--- src/rtl/wishbone_mem_arbiter.sv ---
// Two-master to one-slave Wishbone arbiter.
// Round-robin grant held for a whole bus cycle, one IDLE cycle between grants,
// and a per-transfer watchdog that force-acks strobes the slave never answers.
module wishbone_mem_arbiter #(
  parameter int unsigned TIMEOUT_CYCLES = 256,
  parameter int unsigned TO_WIDTH       = 16
) (
  input  logic        clk,
  input  logic        rst,
  // master 0 (host interface)
  input  logic        m0_we_i,
  input  logic        m0_cyc_i,
  input  logic        m0_stb_i,
  input  logic [3:0]  m0_sel_i,
  input  logic [31:0] m0_adr_i,
  input  logic [31:0] m0_dat_i,
  output logic [31:0] m0_dat_o,
  output logic        m0_ack_o,
  output logic        m0_int_o,
  // master 1 (DMA)
  input  logic        m1_we_i,
  input  logic        m1_cyc_i,
  input  logic        m1_stb_i,
  input  logic [3:0]  m1_sel_i,
  input  logic [31:0] m1_adr_i,
  input  logic [31:0] m1_dat_i,
  output logic [31:0] m1_dat_o,
  output logic        m1_ack_o,
  output logic        m1_int_o,
  // shared slave port
  output logic        s_we_o,
  output logic        s_cyc_o,
  output logic        s_stb_o,
  output logic [3:0]  s_sel_o,
  output logic [31:0] s_adr_o,
  output logic [31:0] s_dat_o,
  input  logic [31:0] s_dat_i,
  input  logic        s_ack_i,
  input  logic        s_int_i,
  // sticky watchdog flag
  output logic        timeout_o
);

  localparam int unsigned DW = 32;
  localparam int unsigned SW = 4;

  localparam logic [1:0] ST_IDLE   = 2'd0;
  localparam logic [1:0] ST_GRANT0 = 2'd1;
  localparam logic [1:0] ST_GRANT1 = 2'd2;

  // Watchdog is compiled in only for a non-zero timeout.
  localparam bit WD_EN = (TIMEOUT_CYCLES != 32'd0);
  localparam logic [TO_WIDTH-1:0] TO_LAST =
    TO_WIDTH'(WD_EN ? (TIMEOUT_CYCLES - 32'd1) : 32'd0);

  logic [1:0]          state_q, state_d;
  logic                last_q, last_d;
  logic [TO_WIDTH-1:0] wd_cnt_q, wd_cnt_d;
  logic                force_q, force_d;
  logic                timeout_q, timeout_d;

  logic gnt0;
  logic gnt1;

  // Grants are qualified by reset so the slave port is quiet throughout reset.
  assign gnt0 = !rst && (state_q == ST_GRANT0);
  assign gnt1 = !rst && (state_q == ST_GRANT1);

  // Interrupt is broadcast to both masters independent of grant.
  assign m0_int_o  = s_int_i;
  assign m1_int_o  = s_int_i;
  assign timeout_o = timeout_q;

  // State, round-robin pointer and watchdog registers.
  always_ff @(posedge clk) begin
    if (rst) begin
      state_q   <= ST_IDLE;
      last_q    <= 1'b1;
      wd_cnt_q  <= '0;
      force_q   <= 1'b0;
      timeout_q <= 1'b0;
    end else begin
      state_q   <= state_d;
      last_q    <= last_d;
      wd_cnt_q  <= wd_cnt_d;
      force_q   <= force_d;
      timeout_q <= timeout_d;
    end
  end

  // Next-state logic: grant held for the whole cyc, handover always via IDLE.
  always_comb begin
    state_d = state_q;
    last_d  = last_q;
    case (state_q)
      ST_IDLE: begin
        if (m0_cyc_i && m1_cyc_i) begin
          state_d = last_q ? ST_GRANT0 : ST_GRANT1;
        end else if (m0_cyc_i) begin
          state_d = ST_GRANT0;
        end else if (m1_cyc_i) begin
          state_d = ST_GRANT1;
        end
      end
      ST_GRANT0: begin
        if (!m0_cyc_i) begin
          state_d = ST_IDLE;
          last_d  = 1'b0;
        end
      end
      ST_GRANT1: begin
        if (!m1_cyc_i) begin
          state_d = ST_IDLE;
          last_d  = 1'b1;
        end
      end
      default: begin
        state_d = ST_IDLE;
      end
    endcase
  end

  // Datapath mux; during a forced-ack cycle the strobe is hidden from the slave
  // and the master receives an all-ones read word in place of the slave data.
  always_comb begin
    s_we_o   = 1'b0;
    s_cyc_o  = 1'b0;
    s_stb_o  = 1'b0;
    s_sel_o  = SW'(0);
    s_adr_o  = DW'(0);
    s_dat_o  = DW'(0);
    m0_ack_o = 1'b0;
    m0_dat_o = DW'(0);
    m1_ack_o = 1'b0;
    m1_dat_o = DW'(0);
    if (gnt0) begin
      s_we_o   = m0_we_i;
      s_cyc_o  = m0_cyc_i;
      s_stb_o  = m0_stb_i && !force_q;
      s_sel_o  = m0_sel_i;
      s_adr_o  = m0_adr_i;
      s_dat_o  = m0_dat_i;
      m0_ack_o = force_q || s_ack_i;
      m0_dat_o = force_q ? {DW{1'b1}} : s_dat_i;
    end else if (gnt1) begin
      s_we_o   = m1_we_i;
      s_cyc_o  = m1_cyc_i;
      s_stb_o  = m1_stb_i && !force_q;
      s_sel_o  = m1_sel_i;
      s_adr_o  = m1_adr_i;
      s_dat_o  = m1_dat_i;
      m1_ack_o = force_q || s_ack_i;
      m1_dat_o = force_q ? {DW{1'b1}} : s_dat_i;
    end
  end

  // Watchdog: count unanswered granted strobes, fire a one-cycle forced ack.
  always_comb begin
    wd_cnt_d  = '0;
    force_d   = 1'b0;
    timeout_d = timeout_q;
    if (WD_EN && s_cyc_o && s_stb_o && !s_ack_i) begin
      if (wd_cnt_q == TO_LAST) begin
        force_d   = 1'b1;
        timeout_d = 1'b1;
      end else begin
        wd_cnt_d = wd_cnt_q + TO_WIDTH'(1);
      end
    end
  end

endmodule

--- config.mk ---
export PLATFORM = sky130hd
export DESIGN_NAME = wishbone_mem_arbiter
export DESIGN_NICKNAME = d
export VERILOG_FILES = /design/src/rtl/wishbone_mem_arbiter.sv
export SDC_FILE = /design/constraint.sdc
export NUM_CORES = 1
export LEC_CHECK = 0
export ABC_AREA = 1
export CAP_MARGIN = 25
export CORE_AREA = 4 4 122 124
export CTS_BUF_LIST = sky130_fd_sc_hd__clkbuf_16
export CTS_CLUSTER_SIZE = 24
export DETAILED_ROUTE_END_ITERATION = 10
export DIE_AREA = 0 0 126 128
export PLACE_DENSITY = 0.6
export SLEW_MARGIN = 20
export SYNTH_ARGS = -nofsm -noshare
export SYNTH_HDL_FRONTEND = slang
export SYNTH_SLANG_ARGS = --single-unit
--- constraint.sdc ---
create_clock -name clk -period 1.8 [get_ports clk]
set_input_delay 0.27 -clock clk [delete_from_list [all_inputs] [get_ports clk]]
set_output_delay 0.27 -clock clk [all_outputs]
set_load 0.005 [all_outputs]
Word level (Yosys, flattened, before mapping)
Cells that the tools add are included.
{"block": "totals", "inputBits": 178, "out_inout_bits": 140, "ff_bits": 21, "elab_cells": 61}
{"block": "classes", "n_eq_ne": 6, "bitwise_logic": 1, "add_sub_neg": 1, "mux": 30, "reduce_logical": 18}
{"op": "$mux 32", "n": 8}
{"op": "$add 16x1->16 const B", "n": 1}
{"op": "$eq 16x8->1 const B", "n": 1}
{"op": "$mux 1", "n": 12}
{"op": "$mux 2", "n": 6}
{"op": "$mux 4", "n": 2}
{"op": "$logic_and 1x1->1", "n": 7}
{"op": "$pmux 2 s3", "n": 1}
{"op": "$reduce_and 3->1", "n": 2}
{"op": "$ne 2x2->1 const B", "n": 2}
{"op": "$ne 4x4->1 const B", "n": 1}
{"op": "$logic_not 1->1", "n": 3}
{"op": "$reduce_or 3->1", "n": 1}
{"op": "$eq 2x1->1 const B", "n": 1}
{"op": "$eq 2x2->1 const B", "n": 1}
{"op": "$logic_not 2->1", "n": 1}
{"op": "$pmux 1 s2", "n": 1}
{"op": "$reduce_and 2->1", "n": 1}
{"op": "$reduce_bool 2->1", "n": 1}
{"op": "$reduce_or 2->1", "n": 1}
{"op": "$logic_or 1x1->1", "n": 1}
{"op": "$not 1->1", "n": 1}

Depth between registers and ports, before layout
{"block": "depth", "word_depth": 8, "depth_mapped": 9, "ltp_nobuf": 8}

Worst setup path after synthesis
OpenSTA, ideal clock, no wires.
{"block": "synth_path", "path_kind": "register -> output", "startpoint": "register state_q[0]", "endpoint": "output port s_adr_o[24]", "path_slack_ns": 0.303, "required_ns": 1.530, "path_buffers": 2, "stages_incl_launch_ff": 7, "arrival_ns": 1.227, "path_cell_list": "dfxtp_1 inv_2 nor2_4 buf_2 buf_1 nand3_1 nand2_1"}
{"block": "synth_via", "elab_chain_len": 4, "word_cells_on_any_way": 6, "classes_between": "2 x eq/ne; 2 x mux; 2 x reduce/logical"}
{"element": "from (decl)", "line": "56", "source": "logic [1:0] state_q, state_d;"}
{"element": "from (signal assigned)", "line": "83", "source": "state_q <= state_d;"}
{"element": "$eq 2x2->1", "line": "67", "source": "assign gnt1 = !rst && (state_q == ST_GRANT1);"}
{"element": "$logic_and 1x1->1", "line": "67"}
{"element": "$mux 32", "line": "145", "source": "end else if (gnt1) begin"}
{"element": "$mux 32 (*)", "line": "136", "source": "if (gnt0) begin"}
{"element": "to (decl)", "line": "35", "source": "output logic [31:0] s_adr_o,"}
Mark *: on every way between the ends. The rest lies on a longest branch, timed or not.

Final worst setup path
{"block": "layout_path", "startpoint": "register state_q[1]", "endpoint": "output port s_adr_o[20]"}
Same word-level chain as after synthesis.

==> qor.yml <==
outcome:
  violations: "negative setup slack"
  outcome: "finished with violations"
floorplan:
  initial_core_util_pct: 18.8
  dieArea_um2: 16100
  die_w_um: 126
  core_region_area_um2: 13800
  boundaryPins: 318
  die_h_um: 128
  placementRows: 43
worst_setup_path:
  crit_path_start_kind: "flop"
  max_stage_delay_ns: 0.37
  crit_type: "flop to output port"
  critPathRequiredTime_ns: 1.53
  crit_buf_inv: 7
  crit_slowest_cell: "dfxtp_4"
  crit_fanout: 5
  cp.arrival_ns: 1.66
  cpLargestDelayFamily: "buffers and inverters"
  cp-end-kind: "output port"
  critPathMostFrequentCell: "buf_6"
  crit_chain: "nor2_4, buf_6, buf_12, buf_8, buf_6, buf_16, buf_6, nand3_2, nand2_1, buf_2"
layout:
  diodes: 0
  area_delta_synth_final_pct: 171
  fin_nets: 1030
  final_common_cell: "clkdlybuf4s50_1"
  layout_common_cells: "clkdlybuf4s50_1 (176), nand3_1 (113), nand2_1 (84), buf_2 (67), inv_1 (48)"
  layout-drive-gt1-share_pct: 35.1
global_route:
  overflow: 0
  grt_antenna_before_repair: 0
  grt_max_degree: 65
  track_usage_pct: 19.8
  grt_pass1_wl_um: 25700
  grt_pass1_vias: 4687
min_path:
  hold_path.class: "flop to flop"
detailed_routing:
  drt-initial-drc-count: 188
  drtAntennaViolNets: 0
  vias: 4895
  firstDrtPassIters: 5
  vias_per_cell: 4.75
  drc_errors: 0
  totalWireLength_um: 18400
  wl_per_cell_um: 17.8
cts:
  clkSinkCount: 21
  insertion_delay_ns: 0.26
  cts_root_buf: "clkbuf_16"
  clkSlewWorstSetupHoldPaths_ns: 0.06
  cts_made_buffers: 3
  cts_tree: "yes"
  htree_levels: 1
  hold_buffers: 0
  cts_buffer_depth: 2
synth:
  ys_warn_count: 0
  synthDistinctLibCells: 26
  syn_area_um2: 2580
  ys_seq_elements: 21
  synth_edf_count: 0
  ys_seq_area_share_pct: 16.3
  synthArstFlopShare_pct: 0
  syn_inst: 493
  yosys.area.top_type: "nand3_1"
  avgSynthCellArea_um2: 5.24
  synthDominantCellAreaShare_pct: 29.6
  syn-num-nets: 672
  synthFlopType: "dfxtp_1"
  synth_area_leaders: "nand3_1 (30%), dfxtp_1 (16%), nand2_1 (14%)"
power_and_ir_drop:
  power.share.combinational_pct: 56.9
  vdd_ir_drop_max_v: 0.000296
  power_density_nw_per_um2: 313
  seq_power_share_pct: 21.6
  sw_frac_of_total_pct: 30.1
  power.internal_w: 0.00154
  leakage_nw: 3.32
  power.clock.fraction_pct: 21.5
  switchingPower_w: 0.000661
sta:
  slew_headroom_pct: 64.6
  slew_viol_final: 0
  fin_tns_setup_ns: -2.21
  tightest_slew_ns: 0.527
  grt_setup_unrepaired: "true"
  fmax_mhz: 517
  hold_viol: 0
  skew_ns: 0.00285
  min_period_ns: 1.93
  final.period_utilization_pct: 107
  setup-violations-final: 61
  finalWorstSetupSlack_ns: -0.134
placement:
  dp_hpwl_um: 13100
  place.port_buffers: 314
  place_ws_ns: -0.416
  gp_congestion: 0.947
run:
  maxCapViolations: 0
synthesized netlist by cell type, types with 2 or more instances:
cell,number
o21ai_0,3
nor2_2,2
clkbuf_1,37
buf_4,2
inv_2,3
inv_1,49
nand4_1,5
nor2_1,27
buf_1,3
a21oi_1,70
nor3_1,3
xnor2_1,3
nand2_1,98
nand3_1,153
dfxtp_1,21
xor2_1,4
layout make-up:
class	count	area [um2]
fillers	1321	6760
repair buffers	397	3870
multi-input cells	376	2220
flip-flops and latches	21	425
well taps	180	225
inverters	52	200
clock buffers	3	75.1
clock inverters	1	5.00
final timing paths:
| path | startpoint | cells after the start | slack, ns | to |
|---|---|---|---|---|
| worst max-delay path | state_q[1]$_SDFFE_PP0P_ | 10 | -0.13 | s_adr_o[20] |
| worst min-delay path | wd_cnt_q[0]$_SDFF_PP0_ | 1 | 0.45 | wd_cnt_q[0]$_SDFF_PP0_ |
| worst min register to register | wd_cnt_q[0]$_SDFF_PP0_ | 1 | 0.45 | wd_cnt_q[0]$_SDFF_PP0_ |
| worst max register to register | state_q[0]$_SDFFE_PP0P_ | 10 | 0.21 | wd_cnt_q[13]$_SDFF_PP0_ |
stage by stage:
step / cell area (um2) / cells / total power, W / hold WS [ns] / utilization, %
global placement: 6080 / 967 / 0.00147 / 0.427 / 44.2
detailed placement: 6080 / 967 / 0.00148 / 0.442 / 44.2
finish: 7020 / 1030 / 0.00220 / 0.449 / 51.0
floorplan: 2580 / 493 / 0.000738 / 0.339 / -
global route: 7020 / 1030 / 0.00229 / 0.466 / 51.0
CTS: 6610 / 1022 / 0.00212 / 0.452 / 48.0
kinds of logic (layout without fill, tap and decap cells):
kind of cell | after synthesis | in the layout | share of synthesized area, %
AOI/OAI and AO/OA | 75 | 75 | 14.8
xor gates and xnor gates | 7 | 7 | 2.37
buffers and inverters | 96 | 453 | 14.6
adders and majority gates | 1 | 1 | 0.484
DFF | 21 | 21 | 16.3
and+or+nand+nor | 293 | 293 | 51.5
power groups by stage:
stage	registers (W)	logic (W)	clock network [W]
after floorplan	0.000484	0.000254	0
after global placement	0.000484	0.000984	0
after detailed placement	0.000485	0.000991	0
after CTS	0.000474	0.00117	0.000477
after global routing	0.000474	0.00132	0.000491
final	0.000474	0.00125	0.000472
state kept, by name, summed over array words and instances (netlist names):
name       count
last_q         1
state_q        2
force_q        1
wd_cnt_q      16
timeout_o      1
timing repair:
action                     4_1_cts  5_1_grt
pin swaps                       21       37
resized for setup              444      174
gates cloned                     9        5
setup endpoints to repair      137      139
setup buffers                   42       10
metal layers:
layer / GRT usage (%) / up-vias / part of all wire [%]
met3: 5.38 / 37 / 8.9
li1: - / 2368 / -
met1: 23.2 / 2263 / 37
met5: 0 / - / 0
met2: 35.6 / 227 / 51
met4: 4.92 / 0 / 2.6
(Power assumes the default switching activity.)
